===== config.mk =====
export PLATFORM = sky130hd
export DESIGN_NAME = pop_timers
export DESIGN_NICKNAME = d
export VERILOG_FILES = /design/src/rtl/pop_timers_pkg.sv /design/src/rtl/pop_duration_counter.sv /design/src/rtl/pop_timers.sv
export SDC_FILE = /design/constraint.sdc
export NUM_CORES = 1
export LEC_CHECK = 0
export ABC_AREA = 0
export ABC_CLOCK_PERIOD_IN_PS = 2100
export BUFFER_PORTS_ARGS = -buffer_cell sky130_fd_sc_hd__buf_2
export CAP_MARGIN = 20
export CORE_MARGIN = 2
export CORE_UTILIZATION = 30
export CTS_CLUSTER_DIAMETER = 100
export CTS_CLUSTER_SIZE = 8
export DETAILED_ROUTE_END_ITERATION = 8
export GPL_TIMING_DRIVEN = 0
export HOLD_SLACK_MARGIN = 0.02
export PLACE_DENSITY_LB_ADDON = 0.15
export SETUP_SLACK_MARGIN = 0.5
export SYNTH_ARGS = -nofsm -noshare
export SYNTH_HDL_FRONTEND = slang
export SYNTH_SLANG_ARGS = --single-unit

===== constraint.sdc =====
create_clock -name clock_2_5M -period 2.1 [get_ports clock_2_5M]
set_input_delay 0.105 -clock clock_2_5M [delete_from_list [all_inputs] [get_ports clock_2_5M]]
set_output_delay 0.105 -clock clock_2_5M [all_outputs]
set_load 0.005 [all_outputs]

===== src/rtl/pop_timers_pkg.sv =====
// Shared types and default durations for the pulsed-optical-pumping sequence generator.
// Phases are listed in frame order so the successor function is a plain walk.
package pop_timers_pkg;

   typedef enum logic [2:0] {
      ST_PUMP,
      ST_DEAD1,
      ST_MW1,
      ST_RAMSEY,
      ST_MW2,
      ST_DEAD2,
      ST_PROBE,
      ST_REST
   } state_t;

   localparam int DEF_WIDTH         = 16;
   localparam int DEF_PUMP_CYCLES   = 1000;
   localparam int DEF_DEAD_CYCLES   = 5;
   localparam int DEF_MW_CYCLES     = 25;
   localparam int DEF_RAMSEY_CYCLES = 2500;
   localparam int DEF_PROBE_CYCLES  = 500;
   localparam int DEF_SAMPLE_DELAY  = 25;
   localparam int DEF_SAMPLE_CYCLES = 5;
   localparam int DEF_REST_CYCLES   = 10;

   function automatic state_t next_phase(input state_t s);
      state_t n;
      case (s)
         ST_PUMP:   n = ST_DEAD1;
         ST_DEAD1:  n = ST_MW1;
         ST_MW1:    n = ST_RAMSEY;
         ST_RAMSEY: n = ST_MW2;
         ST_MW2:    n = ST_DEAD2;
         ST_DEAD2:  n = ST_PROBE;
         ST_PROBE:  n = ST_REST;
         default:   n = ST_PUMP;
      endcase
      return n;
   endfunction

endpackage


===== src/rtl/pop_duration_counter.sv =====
// Loadable down-counter that parks at zero; the zero flag marks the last cycle of a phase.
module pop_duration_counter #(
   parameter int               WIDTH       = 16,
   parameter logic [WIDTH-1:0] RESET_VALUE = '0
) (
   input  logic             clk,
   input  logic             srst,
   input  logic             load,
   input  logic [WIDTH-1:0] load_value,
   output logic [WIDTH-1:0] count,
   output logic             zero
);

   logic [WIDTH-1:0] count_reg;

   always_ff @(posedge clk) begin
      if (srst)
         count_reg <= RESET_VALUE;
      else if (load)
         count_reg <= load_value;
      else if (count_reg != '0)
         count_reg <= count_reg - WIDTH'(1);
   end

   assign count = count_reg;
   assign zero  = (count_reg == '0);

endmodule


===== src/rtl/pop_timers.sv =====
// POP frame sequencer: pump, dead, MW, Ramsey gap, MW, dead, probe (+ sample), rest, repeat.
// Outputs are a registered decode of the current phase, so pins lag the phase register by one edge.
module pop_timers
   import pop_timers_pkg::*;
#(
   parameter int WIDTH         = DEF_WIDTH,
   parameter int PUMP_CYCLES   = DEF_PUMP_CYCLES,
   parameter int DEAD_CYCLES   = DEF_DEAD_CYCLES,
   parameter int MW_CYCLES     = DEF_MW_CYCLES,
   parameter int RAMSEY_CYCLES = DEF_RAMSEY_CYCLES,
   parameter int PROBE_CYCLES  = DEF_PROBE_CYCLES,
   parameter int SAMPLE_DELAY  = DEF_SAMPLE_DELAY,
   parameter int SAMPLE_CYCLES = DEF_SAMPLE_CYCLES,
   parameter int REST_CYCLES   = DEF_REST_CYCLES
) (
   input  logic clock_2_5M,
   input  logic reset,
   output logic pump,
   output logic probe,
   output logic MW,
   output logic sample
);

   localparam int DURS [8] = '{PUMP_CYCLES, DEAD_CYCLES, MW_CYCLES, RAMSEY_CYCLES,
                               MW_CYCLES, DEAD_CYCLES, PROBE_CYCLES, REST_CYCLES};

   generate
      for (genvar gi = 0; gi < 8; gi++) begin : g_dur_check
         if (DURS[gi] < 1 || (longint'(DURS[gi]) >> WIDTH) != 0) begin : g_bad
            $error("pop_timers: phase %0d duration %0d out of range", gi, DURS[gi]);
         end
      end
      if (SAMPLE_DELAY < 0 || SAMPLE_CYCLES < 1 ||
          SAMPLE_DELAY + SAMPLE_CYCLES > PROBE_CYCLES) begin : g_bad_sample
         $error("pop_timers: sample window does not fit inside the probe pulse");
      end
   endgenerate

   // Probe-relative cycle r corresponds to count = PROBE_CYCLES-1-r, so the window maps to a count range.
   localparam logic [WIDTH-1:0] SAMPLE_HI = WIDTH'(PROBE_CYCLES - 1 - SAMPLE_DELAY);
   localparam logic [WIDTH-1:0] SAMPLE_LO = WIDTH'(PROBE_CYCLES - SAMPLE_DELAY - SAMPLE_CYCLES);

   function automatic logic [WIDTH-1:0] load_for(input state_t s);
      logic [WIDTH-1:0] v;
      case (s)
         ST_PUMP:   v = WIDTH'(PUMP_CYCLES - 1);
         ST_DEAD1:  v = WIDTH'(DEAD_CYCLES - 1);
         ST_MW1:    v = WIDTH'(MW_CYCLES - 1);
         ST_RAMSEY: v = WIDTH'(RAMSEY_CYCLES - 1);
         ST_MW2:    v = WIDTH'(MW_CYCLES - 1);
         ST_DEAD2:  v = WIDTH'(DEAD_CYCLES - 1);
         ST_PROBE:  v = WIDTH'(PROBE_CYCLES - 1);
         default:   v = WIDTH'(REST_CYCLES - 1);
      endcase
      return v;
   endfunction

   state_t           state_reg, state_next;
   logic             load_next;
   logic [WIDTH-1:0] load_value_next;
   logic [WIDTH-1:0] count;
   logic             zero;
   logic             pump_reg, mw_reg, probe_reg, sample_reg;

   pop_duration_counter #(
      .WIDTH       (WIDTH),
      .RESET_VALUE (WIDTH'(PUMP_CYCLES - 1))
   ) u_counter (
      .clk        (clock_2_5M),
      .srst       (reset),
      .load       (load_next),
      .load_value (load_value_next),
      .count      (count),
      .zero       (zero)
   );

   always_ff @(posedge clock_2_5M) begin
      if (reset)
         state_reg <= ST_PUMP;
      else
         state_reg <= state_next;
   end

   always_comb begin
      state_next      = state_reg;
      load_next       = 1'b0;
      if (zero) begin
         state_next = next_phase(state_reg);
         load_next  = 1'b1;
      end
      load_value_next = load_for(state_next);
   end

   always_ff @(posedge clock_2_5M) begin
      if (reset) begin
         pump_reg   <= 1'b0;
         mw_reg     <= 1'b0;
         probe_reg  <= 1'b0;
         sample_reg <= 1'b0;
      end else begin
         pump_reg   <= (state_reg == ST_PUMP);
         mw_reg     <= (state_reg == ST_MW1) || (state_reg == ST_MW2);
         probe_reg  <= (state_reg == ST_PROBE);
         sample_reg <= (state_reg == ST_PROBE) && (count <= SAMPLE_HI) && (count >= SAMPLE_LO);
      end
   end

   assign pump   = pump_reg;
   assign MW     = mw_reg;
   assign probe  = probe_reg;
   assign sample = sample_reg;

endmodule


# Word-level counts from Yosys, hierarchy flattened

Index checks and enable logic that the tools add are counted.

Memories kept: 0
Memory bits (read-only): 0
Output and inout port bits: 4
Bits of input ports: 2
RAM bits: 0
Latch bits: 0
Register bits after elaboration: 23
Word-level logic and storage cells: 37

Shift-type cells: 0
Order comparisons: 2
Reduce and logical (&&, ||, !) cells: 10
Multipliers: 0
Equal/unequal tests: 12
Bitwise logic cells: 0
Muxes and demuxes: 6
Divide/modulo/power cells: 0
$add $sub $neg: 1

Operators by type and width:

| cell                  | number |
|---|---|
| $pmux 12 s5           | 1 |
| $mux 16               | 2 |
| $pmux 3 s7            | 1 |
| $eq 3x3->1 const B    | 6 |
| $ge 16x9->1 const B   | 1 |
| $le 16x9->1 const B   | 1 |
| $logic_not 16->1      | 1 |
| $reduce_bool 16->1    | 1 |
| $sub 16x1->16 const B | 1 |
| $eq 3x2->1 const B    | 4 |
| $eq 3x1->1 const B    | 2 |
| $logic_not 3->1       | 2 |
| $reduce_or 2->1       | 2 |
| $mux 3                | 1 |
| $logic_and 1x1->1     | 2 |
| $reduce_bool 2->1     | 1 |
| $logic_or 1x1->1      | 1 |
| $mux 1                | 1 |

# Longest topological paths before layout

Gate-level depths: netlist of run 1.

Depth after elaboration: 7
Depth in mapped cells: 7
Mapped depth without buffers: 6

# Modules after synthesis

A second synthesis of run 1 with hierarchy kept.

Cells, all modules: 165
Area total of the unflattened synthesis: 1,403.8 µm²

By module, submodules not included:

| module               | cells each | times used | sequential area each (µm²) | area an instance (µm²) |
|---|---|---|---|---|
| pop_duration_counter | 109        | 1          | 320.3                      | 934.6 |
| pop_timers           | 56         | 1          | 140.1                      | 469.2 |

# Worst setup path before layout of run 1

Ideal clock, no wire load.

Path kind: register to register
Start: register state_reg[0]
End: register u_counter.count_reg[3], in the netlist u_counter.count[3]
Slack: 0.318 ns
Data required time: 2.021 ns
Library setup time: 0.079 ns
Stages on the path, launching flop included: 8
Period minus slack after synthesis: 1.782 ns
Data arrival time: 1.702 ns
Cell sequence: dfxtp_1 inv_1 ha_1 clkbuf_1 nor3b_1 xor2_1 o221ai_1 a211oi_2

Word-level cells in the longest chain between the ends: 7
Elaborated cells on any way between the ends: 20

Ends and longest elaborated chain:

| what                               | RTL line                   | RTL |
|---|---|---|
| from (decl)                        | pop_timers.sv:58           | `state_t state_reg, state_next;` |
| from (signal assigned)             | pop_timers.sv:81           | `state_reg <= state_next;` |
| $eq 3x3->1 (tied with other cells) | pop_timers_pkg.sv:28       | `case (s)` |
| $pmux 3 s7                         | pop_timers_pkg.sv:28       |  |
| $mux 3 (*)                         | pop_timers.sv:87           | `if (zero) begin` |
| $eq 3x3->1 (tied with other cells) | pop_timers.sv:45           | `case (s)` |
| $reduce_or 2->1 (no source line)   | -                          |  |
| $pmux 12 s5 (*)                    | pop_timers.sv:45           |  |
| $mux 16 (*)                        | pop_duration_counter.sv:19 | `else if (load)` |
| to (signal assigned)               | pop_duration_counter.sv:20 | `count_reg <= load_value;` |
| to (signal assigned)               | pop_duration_counter.sv:22 | `count_reg <= count_reg - WIDTH'(1);` |
| to (decl)                          | pop_duration_counter.sv:14 | `logic [WIDTH-1:0] count_reg;` |

Mark *: on every way between the ends. The rest lies on a longest branch, timed or not.
A chain may end at the register's enable or synchronous reset.

# Worst setup path after layout of run 1

Start: register u_counter.count_reg[0], in the netlist u_counter.count[0]
End: register u_counter.count_reg[5], in the netlist u_counter.count[5]

Word-level cells in the longest chain between the ends: 6
Elaborated cells on any way between the ends: 18

Ends and longest elaborated chain:

| what                               | RTL line                   | RTL |
|---|---|---|
| $logic_not 16->1                   | pop_duration_counter.sv:26 | `assign zero = (count_reg == '0);` |
| $mux 3                             | pop_timers.sv:87           |  |
| $eq 3x3->1 (tied with other cells) | pop_timers.sv:45           |  |
| $reduce_or 2->1 (no source line)   | -                          |  |
| $pmux 12 s5                        | pop_timers.sv:45           |  |
| $mux 16                            | pop_duration_counter.sv:19 |  |

Several ways; a longest one is shown, not always the timed one. The select of a mux whose other input is x is not followed.

==> impl_metrics.py, run 1 <==
metrics = {
    "global_routing": {
        "grt_pass1_wl_um": 5200,
        "first_global_vias": 1139,
        "grt_max_degree": 13,
        "overflow": 0,
        "gr-usage-all-layers_pct": 13.1,
        "antenna_found_initial": 0,
    },
    "route": {
        "viasPerCell": 5.20,
        "drt-total-wl_um": 3390,
        "drtAntennaViolNets": 0,
        "remaining_drc_errors": 0,
        "dr_total_vias": 1195,
        "dr.pass1.iters": 4,
        "dr.first_iter.drc_count": 63,
        "wl_per_cell_um": 14.7,
    },
    "setup_path": {
        "crit_path_frequent_cell": "buf_4",
        "cp_max_fo": 3,
        "required_ps": 2250,
        "endpoint_kind": "flip-flop",
        "crit_slowest_cell": "or4_1",
        "worstPathArrival_ps": 1840,
        "cpPeakStageDelay_ps": 440,
        "r2r_cells": 6,
        "path_cells": "buf_4 > buf_4 > or4_1 > o21ai_0 > a21oi_1 > a311o_1",
        "cp-start-kind": "flip-flop",
        "crit_type": "flip-flop to flip-flop",
    },
    "yosys": {
        "syn-num-nets": 156,
        "synth_warnings": 0,
        "synth_area_leader_cell": "dfxtp_1",
        "post_synth.cell_area_avg_um2": 8.82,
        "synthCells": 147,
        "synth-edff-count": 0,
        "ys_seq_elements": 23,
        "synthFlopType": "dfxtp_1",
        "ys_async_sr_fraction_pct": 0,
        "synth_top_area_share_pct": 35.5,
        "synthDistinctLibCells": 41,
        "synth_top_cells_by_area": "dfxtp_1, xor2_1, ha_1",
        "synth_common_cells": "dfxtp_1, a21oi_1, nand2_1, nor2_1, xor2_1",
        "synth.most_common_cell": "dfxtp_1",
        "yosysSeqAreaShare_pct": 35.5,
        "synth.cell_area_um2": 1300,
    },
    "status": {
        "outcome": "complete, no violations",
    },
    "sta": {
        "period_share_pct": 80.5,
        "finalSetupTns_ps": 0,
        "final-max-slew-violation-count": 0,
        "fin_hold_ws_ps": 304,
        "max_slew.worst_pin.slew_ps": 577,
        "min_period_ps": 1690,
        "fin_worst_skew_ps": 5.34,
        "fmax_mhz": 592,
        "final_hold_viol_count": 0,
        "grt_setup_unrepaired": "yes",
        "slew_headroom_pct": 61.6,
        "setup_viol": 0,
    },
    "clock_tree": {
        "cts_tree": "done",
        "ctsHoldBuffers": 0,
        "clkLatencyLatePin_ps": 260,
        "clock-sinks": 23,
        "cts.path.max_buffers": 2,
        "cts_htree_levels": 1,
        "numCtsBuffers": 3,
        "cts-root-buf": "clkbuf_8",
        "clkTransAtPathRegs_ps": 80,
    },
    "floorplanning": {
        "dieArea_um2": 4860,
        "core_um2": 4090,
        "initial_core_util_pct": 31.7,
        "die_h_um": 69.7,
        "std_cell_rows": 23,
        "io_pins": 6,
        "die_w_um": 69.7,
    },
    "power_and_ir_drop": {
        "ir_drop_uv": 342,
        "power_density_nw_per_um2": 420,
        "p_leak_nw": 0.719,
        "power_mw": 0.797,
    },
    "finish": {
        "largest_reg_flops": 16,
        "syn_to_final_growth_pct": 46.5,
        "stdcell_count": 230,
        "final_nets": 190,
        "num-fill-cells": 391,
        "final_layout_size_suffix_gt1_share_pct": 45.0,
        "diodes": 0,
        "stdcell_area_um2": 1900,
    },
    "placed_design": {
        "dpl_cell_area_um2": 1420,
        "dp_cells": 201,
        "dp_hpwl_um": 2110,
        "numPortBuffers": 4,
        "place_congestion": 0.720,
    },
    "hold_path": {
        "hold_path_class": "input port to flip-flop",
        "worstHoldPathCells": 2,
    },
    "flow_run": {
        "drv_cap": 0,
    },
}
[layout by cell type (no fill, tap or decap), drive strengths merged, types with 2 or more instances in the layout]
cell,instances
buf,33
dfxtp,23
a21oi,12
nand2,12
xor2,11
nor2,11
nor3,7
ha,7
clkbuf,7
o21ai,6
nand4,5
inv,5
nand3,4
nor3b,4
o31ai,3
nor4,3
nor4b,2
nand3b,2
or3,2
and4b,2
mux2i,2
or4,2
nand2b,2
[routing by layer]
layer	vias to the layer above	GRT usage (%)	share of wire [%]
met2	11	24.5	54
li1	605	-	-
met5	-	0	0
met1	577	15.4	43
met3	2	3.49	2.7
met4	0	1.50	0.30
[critical path: cells and delay by family, from the launching register on]
kind	cells	cell delay, ps
buf+inv	2	260
compound gates	3	540
simple gates	1	440
flops	1	340
[final cells by class]
cell class	count	area, um^2	area share (%)
clock buffer	4	45.0	2.37
tap	50	62.6	3.29
buffer	7	63.8	3.36
multi-input combinational	112	1010	53.0
inverter	5	21.3	1.12
sequential	23	477	25.1
timing repair buffer	29	223	11.7
[power by group]
part	internal, mW	total [mW]	leakage, nW	switching, mW
logic	0.0331	0.0702	0.508	0.0371
clock network	0.135	0.273	0.0228	0.138
registers	0.443	0.454	0.188	0.0111
[worst paths after layout]
kind,startpoint,end,slack (ps)
min reg2reg,state_reg[0],state_reg[0],490
max,u_counter.count[0],u_counter.count[5],410
max reg2reg,u_counter.count[0],u_counter.count[5],410
min,reset,probe,300
[per-stage QoR]
stage / utilization [%] / setup WS, ps
after global routing: 46.5 / 330
after global placement: 34.6 / 234
final: 46.5 / 410
after CTS: 42.3 / 438
after floorplan: - / 510
after detailed placement: 34.6 / 235
[logic make-up after synthesis]
family                   Yosys count  share of synthesized area (%)
multiplexers                       2                           1.54
XOR/XNOR                          11                           7.43
AND/OR/NAND/NOR                   61                           28.4
buffers and inverters             12                           4.54
flip-flops                        23                           35.5
AO/OA/AOI/OAI                     31                           15.8
adder cells (fa/ha/maj)            7                           6.76
[repair_timing]
action                     CTS  global route
pin swaps                    9            12
gates resized for setup     29            33
setup endpoints to repair   17            19
buffers inserted            19             6
No activity file was read; power rests on OpenSTA's default activity.
==> run 2: changes to the inputs <==
--- a/config.mk
+++ b/config.mk
@@ -5,8 +5,8 @@
 export SDC_FILE = /design/constraint.sdc
 export NUM_CORES = 1
 export LEC_CHECK = 0
-export ABC_AREA = 0
-export ABC_CLOCK_PERIOD_IN_PS = 2100
+export ABC_AREA = 1
+export ABC_CLOCK_PERIOD_IN_PS = 1500
 export BUFFER_PORTS_ARGS = -buffer_cell sky130_fd_sc_hd__buf_2
 export CAP_MARGIN = 20
 export CORE_MARGIN = 2
==> constraint.sdc (replaced) <==
create_clock -name clock_2_5M -period 1.5 [get_ports clock_2_5M]
set_input_delay 0.075 -clock clock_2_5M [delete_from_list [all_inputs] [get_ports clock_2_5M]]
set_output_delay 0.075 -clock clock_2_5M [all_outputs]
set_load 0.005 [all_outputs]
==> run 2 against run 1 <==
Against the previous run: die area increased by 5.1%; design area increased by 14%; combinational power increased by 50%; via count increased by 14%; sequential power increased by 37%; highest routed layer unchanged; total power increased by 41%; clock skew increased by 0.87 ps; worst setup slack got worse by 510 ps; sequential cell count unchanged; area after synthesis increased by 5.4%; the flow now finishes with violations (negative setup slack); clock-buffer cell count unchanged.
==> impl_metrics.py, run 2 <==
metrics = {
    "sta": {
        "slew_headroom_pct": 77.6,
        "period_share_pct": 107,
        "setup_viol": 10,
        "fin_worst_skew_ps": 6.21,
        "timing.final.ws_setup_ps": -103,
        "fmax_mhz": 624,
        "max_slew.worst_pin.slew_ps": 334,
        "final_hold_viol_count": 0,
        "min_period_ps": 1600,
        "grt_setup_unrepaired": "yes",
        "finalSetupTns_ps": -600,
        "final-max-slew-violation-count": 0,
    },
    "yosys": {
        "ys_seq_elements": 23,
        "synthDistinctLibCells": 26,
        "syn-num-nets": 196,
        "yosysSeqAreaShare_pct": 33.7,
        "synthCells": 187,
        "synth_warnings": 0,
        "ys_async_sr_fraction_pct": 0,
        "synth_top_area_share_pct": 33.7,
        "synth_area_leader_cell": "dfxtp_1",
        "post_synth.cell_area_avg_um2": 7.31,
        "synth_common_cells": "nand2_1, nor2_1, dfxtp_1",
        "synth.most_common_cell": "nand2_1",
        "synth-edff-count": 0,
        "synth_top_cells_by_area": "dfxtp_1, nand2_1, nor2_1",
        "synthFlopType": "dfxtp_1",
        "synth.cell_area_um2": 1370,
    },
    "finish": {
        "largest_reg_flops": 16,
        "num-fill-cells": 411,
        "syn_to_final_growth_pct": 59.0,
        "multiInputGateArea_um2": 1190,
        "stdcell_area_um2": 2170,
        "final_nets": 236,
        "stdcell_count": 278,
        "diodes": 0,
        "regArea_um2": 490,
        "layout_commonest_cell": "buf_4",
        "layout_common_cells": "buf_4, nand2_1, nor2_1, nand2_2, nand2_4",
        "final_layout_size_suffix_gt1_share_pct": 57.1,
    },
    "floorplanning": {
        "std_cell_rows": 24,
        "initial_core_util_pct": 31.2,
        "die_h_um": 71.5,
        "dieArea_um2": 5110,
        "io_pins": 6,
        "core_um2": 4380,
        "die_w_um": 71.5,
    },
    "clock_tree": {
        "clock-sinks": 23,
        "clkLatencyLatePin_ps": 270,
        "cts_htree_levels": 1,
        "cts.path.max_buffers": 2,
        "clkTransAtPathRegs_ps": 90,
        "cts-root-buf": "clkbuf_8",
        "numCtsBuffers": 3,
        "cts_tree": "done",
    },
    "setup_path": {
        "cp-start-kind": "flip-flop",
        "endpoint_kind": "flip-flop",
        "crit_type": "flip-flop to flip-flop",
        "worstPathArrival_ps": 1770,
        "cp_max_fo": 4,
        "required_ps": 1660,
    },
    "power_and_ir_drop": {
        "ir_drop_uv": 283,
        "p_leak_nw": 0.918,
        "power_density_nw_per_um2": 517,
    },
    "route": {
        "remaining_drc_errors": 0,
        "dr_total_vias": 1359,
        "dr.pass1.iters": 4,
        "wl_per_cell_um": 14.0,
        "drt-total-wl_um": 3900,
        "drtAntennaViolNets": 0,
        "viasPerCell": 4.89,
        "dr.first_iter.drc_count": 56,
    },
    "placed_design": {
        "numPortBuffers": 4,
        "dpl_cell_area_um2": 1600,
        "dp_hpwl_um": 2520,
        "dp_cells": 243,
        "place_congestion": 0.889,
    },
    "status": {
        "outcome": "complete, but fails checks",
        "violations": "negative setup slack",
    },
    "global_routing": {
        "grt_max_degree": 13,
        "overflow": 0,
        "first_global_vias": 1301,
        "gr-usage-all-layers_pct": 14.9,
        "grt_pass1_wl_um": 5950,
        "antenna_found_initial": 0,
    },
    "flow_run": {
        "drv_cap": 0,
    },
    "hold_path": {
        "hold_path_class": "input port to flip-flop",
    },
}
run 2: cell types whose count changed in the layout (fill, tap and decap cells not counted), sizes merged, moves of 3 or more:
| cell | delta |
|---|---|
| a21oi | -6 |
| inv | +11 |
| nand2 | +36 |
| nand3 | +14 |
| nand4 | -4 |
| nor2 | +25 |
| nor3 | -5 |
| nor3b | -4 |
| o31ai | -3 |
| xnor2 | +6 |
| xor2 | -5 |
run 2: path summary, 6_finish.rpt:
kind / startpoint / endpoint / slack, ps / depth (start not counted)
worst min-delay path: reset / state_reg[2] / 130 / 2
worst min register to register: u_counter.count[12] / u_counter.count[12] / 530 / 2
worst max register to register: u_counter.count[5] / u_counter.count[3] / -100 / 10
worst max-delay path: u_counter.count[5] / u_counter.count[3] / -100 / 10
run 2: final cells by class:
cell class	count	area share (%)
flip-flops and latches	23	22.6
inverters	18	4.09
clock buffers	4	2.07
repair buffers	35	13.4
well taps	52	3.00
multi-input cells	145	54.7
plain buffers	1	0.173
run 2: what timing repair did:
action                     in CTS  in global routing
setup endpoints to repair      20                 21
pin swaps                      17                 28
hold buffers                    0                  0
buffers inserted               19                 12
gates resized for setup        34                 38
run 2: where the power goes:
group	internal, mW	switching (mW)	total, mW
logic	0.0509	0.0545	0.105
registers	0.611	0.00873	0.620
clock network	0.190	0.208	0.398
run 2: per-stage QoR:
step,power [mW],util [%],setup slack (ps),hold slack (ps)
finish,1.12,49.5,-103,127
global route,1.17,49.5,-165,184
CTS,1.11,43.5,-64.4,138
detailed placement,0.705,36.5,-148,414
global placement,0.702,36.5,-95.3,412
floorplan,0.689,-,119,347
run 2: kinds of logic (layout without fill, tap and decap cells):
group	Yosys count	in the layout	synth area share (%)
fa+ha+maj	7	7	6.41
flops	23	23	33.7
buf+inv	19	58	5.31
xor+xnor	12	12	7.69
simple gates	110	110	39.3
compound gates	16	16	7.60
run 2: critical path, cell delays in order (launching register included):
cell and delay, ps:
dfxtp_4 370, nor2_4 170, nand2_4 100, nor2_4 150, nand2_4 80, o21ai_4 250, nand2_4 100, nand2_4 70
nor2_1 40, nor2_1 120, nor2_1 50
run 2: layer usage:
| metal | global-route usage [%] | part of all wire (%) |
|---|---|---|
| met3 | 2.11 | 2.1 |
| met2 | 25.5 | 52 |
| met1 | 19.4 | 45 |
| met5 | 0 | 0 |
| met4 | 4.40 | 0.74 |
==> run 3: changes to the inputs <==
--- a/config.mk
+++ b/config.mk
@@ -5,7 +5,6 @@
 export SDC_FILE = /design/constraint.sdc
 export NUM_CORES = 1
 export LEC_CHECK = 0
-export ABC_AREA = 1
 export ABC_CLOCK_PERIOD_IN_PS = 1500
 export BUFFER_PORTS_ARGS = -buffer_cell sky130_fd_sc_hd__buf_2
 export CAP_MARGIN = 20
@@ -18,6 +17,7 @@
 export HOLD_SLACK_MARGIN = 0.02
 export PLACE_DENSITY_LB_ADDON = 0.15
 export SETUP_SLACK_MARGIN = 0.5
+export SLEW_MARGIN = 20
 export SYNTH_ARGS = -nofsm -noshare
 export SYNTH_HDL_FRONTEND = slang
 export SYNTH_SLANG_ARGS = --single-unit
==> run 3 against run 2 <==
Against the previous run: clock power decreased by 2%; highest routed layer unchanged; fmax decreased by 0.95%; total power increased by 0.13%; sequential power increased by 3%; global-route usage decreased by 0.37 points; worst setup slack got worse by 15 ps; the flow still finishes with violations (negative setup slack); largest power group unchanged; largest cell class unchanged; first-iteration DRC count decreased by 7.1%.
==> impl_metrics.py, run 3 (same netlist as run 1, synthesis figures left out) <==
metrics = {
    "power_and_ir_drop": {
        "ir_drop_uv": 547,
        "clkPwrFrac_pct": 34.5,
        "p_int_mw": 0.852,
        "p_leak_nw": 0.667,
        "power_switching_mw": 0.273,
        "pwr-share-comb_pct": 8.9,
        "power_density_nw_per_um2": 616,
        "switching_share_pct": 24.3,
        "p_seq_share_pct": 56.5,
    },
    "placed_design": {
        "post-place-ws_ps": -229,
        "dp_hpwl_um": 2170,
        "dp_cells": 201,
        "place_congestion": 0.780,
        "numPortBuffers": 4,
    },
    "setup_path": {
        "r2r_cells": 6,
        "crit_slowest_cell": "a2111oi_4",
        "endpoint_kind": "flip-flop",
        "cp_max_fo": 6,
        "worstPathArrival_ps": 1760,
        "crit_type": "flip-flop to flip-flop",
        "required_ps": 1640,
        "cpPeakStageDelay_ps": 410,
        "cp-start-kind": "flip-flop",
        "path_cells": "inv_2 > ha_4 > clkbuf_16 > xor2_4 > a2111oi_4 > a21oi_1",
    },
    "clock_tree": {
        "clock-sinks": 23,
        "clkLatencyLatePin_ps": 270,
        "numCtsBuffers": 3,
        "cts_htree_levels": 1,
        "clkTransAtPathRegs_ps": 90,
        "cts_tree": "done",
        "cts.path.max_buffers": 2,
        "cts-root-buf": "clkbuf_8",
    },
    "status": {
        "violations": "negative setup slack",
        "outcome": "complete, but fails checks",
    },
    "global_routing": {
        "gr-usage-all-layers_pct": 14.5,
        "antenna_found_initial": 0,
        "first_global_vias": 1191,
        "grt_max_degree": 14,
        "grt_pass1_wl_um": 5800,
        "overflow": 0,
    },
    "finish": {
        "multiInputGateArea_um2": 975,
        "stdcell_count": 222,
        "layout_commonest_cell": "dfxtp_1",
        "num-fill-cells": 402,
        "regArea_um2": 478,
        "layout_common_cells": "dfxtp_1, nor2_1, xor2_1, nand2_1, buf_4",
        "diodes": 0,
        "fin_util_pct": 44.6,
        "final_layout_size_suffix_gt1_share_pct": 41.9,
        "final_nets": 182,
        "largest_reg_flops": 16,
        "syn_to_final_growth_pct": 40.7,
    },
    "floorplanning": {
        "initial_core_util_pct": 31.7,
        "core_um2": 4090,
        "std_cell_rows": 23,
        "die_w_um": 69.7,
        "io_pins": 6,
        "die_h_um": 69.7,
        "dieArea_um2": 4860,
    },
    "sta": {
        "fmax_mhz": 618,
        "max_slew.worst_pin.slew_ps": 548,
        "period_share_pct": 108,
        "setup_viol": 13,
        "final-max-slew-violation-count": 0,
        "timing.final.ws_setup_ps": -119,
        "min_period_ps": 1620,
        "fin_worst_skew_ps": 9.03,
        "grt_setup_unrepaired": "yes",
        "slew_headroom_pct": 63.5,
        "final_hold_viol_count": 0,
    },
    "route": {
        "dr.first_iter.drc_count": 52,
        "viasPerCell": 5.25,
        "remaining_drc_errors": 0,
        "drt-total-wl_um": 3280,
        "wl_per_cell_um": 14.8,
        "dr.pass1.iters": 4,
        "dr_total_vias": 1166,
        "drtAntennaViolNets": 0,
    },
    "hold_path": {
        "worstHoldPathCells": 2,
        "hold_path_class": "input port to flip-flop",
    },
    "flow_run": {
        "drv_cap": 0,
    },
}
run 3: changes by cell type in the layout (fill, tap and decap cells not counted), sizes merged, moves of 3 or more:
cell	change
a21oi	+6
buf	-10
nand4	+4
xor2	+5
xnor2	-6
nand2	-36
nor3b	+4
nor3	+5
nor2	-25
inv	-11
nand3	-14
o31ai	+3
run 3: path summary, 6_finish.rpt:
check / startpoint / slack [ps] / to
max: state_reg[0] / -120 / u_counter.count[7]
min: reset / 310 / probe
max reg2reg: state_reg[0] / -120 / u_counter.count[7]
min reg2reg: state_reg[0] / 490 / state_reg[0]
run 3: critical path, delay by kind of cell, from the launching register on:
kind                     cells  cell delay, ps
AO/OA/AOI/OAI                2             490
flip-flops                   1             360
adder cells (fa/ha/maj)      1             240
buffers and inverters        2             220
XOR/XNOR                     1             180
run 3: power groups by stage:
stage / combinational, mW / clock, mW / sequential [mW]
2_1_floorplan: 0.0564 / 0 / 0.648
3_3_place_gp: 0.0715 / 0 / 0.651
3_5_place_dp: 0.0737 / 0 / 0.652
4_1_cts: 0.0979 / 0.405 / 0.638
5_1_grt: 0.111 / 0.433 / 0.639
6_report: 0.100 / 0.389 / 0.636
run 3: what timing repair did:
| item | 4_1_cts | 5_1_grt |
|---|---|---|
| pin swaps | 15 | 3 |
| cloned | 1 | 0 |
| setup endpoints to repair | 22 | 22 |
| hold buffers | 0 | 0 |
| setup buffers | 15 | 1 |
| gates resized for setup | 26 | 4 |
run 3: cell type report:
class                           count  share of cell area [%]
Timing Repair Buffer               21                    9.19
Clock inverter                      1                   0.274
Tap cell                           50                    3.43
Inverter                            5                    1.30
Sequential cell                    23                    26.2
Buffer                              7                    3.91
Multi-Input combinational cell    112                    53.4
Clock buffer                        3                    2.26
run 3: per-layer routing:
metal / global-route usage [%] / share of wire [%] / up-vias
met5: 0 / 0 / -
met4: 2.56 / 0.46 / 0
met3: 3.49 / 2.7 / 2
met2: 24.9 / 49 / 16
met1: 18.7 / 48 / 556
li1: - / - / 592
run 3: stage by stage:
step / hold slack [ps] / total power [mW] / instance area (um^2) / TNS, ps
5_1_grt: 328 / 1.18 / 1820 / -2650
4_1_cts: 308 / 1.14 / 1800 / -1060
3_5_place_dp: 448 / 0.725 / 1530 / -1750
2_1_floorplan: 359 / 0.705 / 1450 / -38.2
6_report: 311 / 1.12 / 1820 / -891
3_3_place_gp: 457 / 0.723 / 1530 / -1810
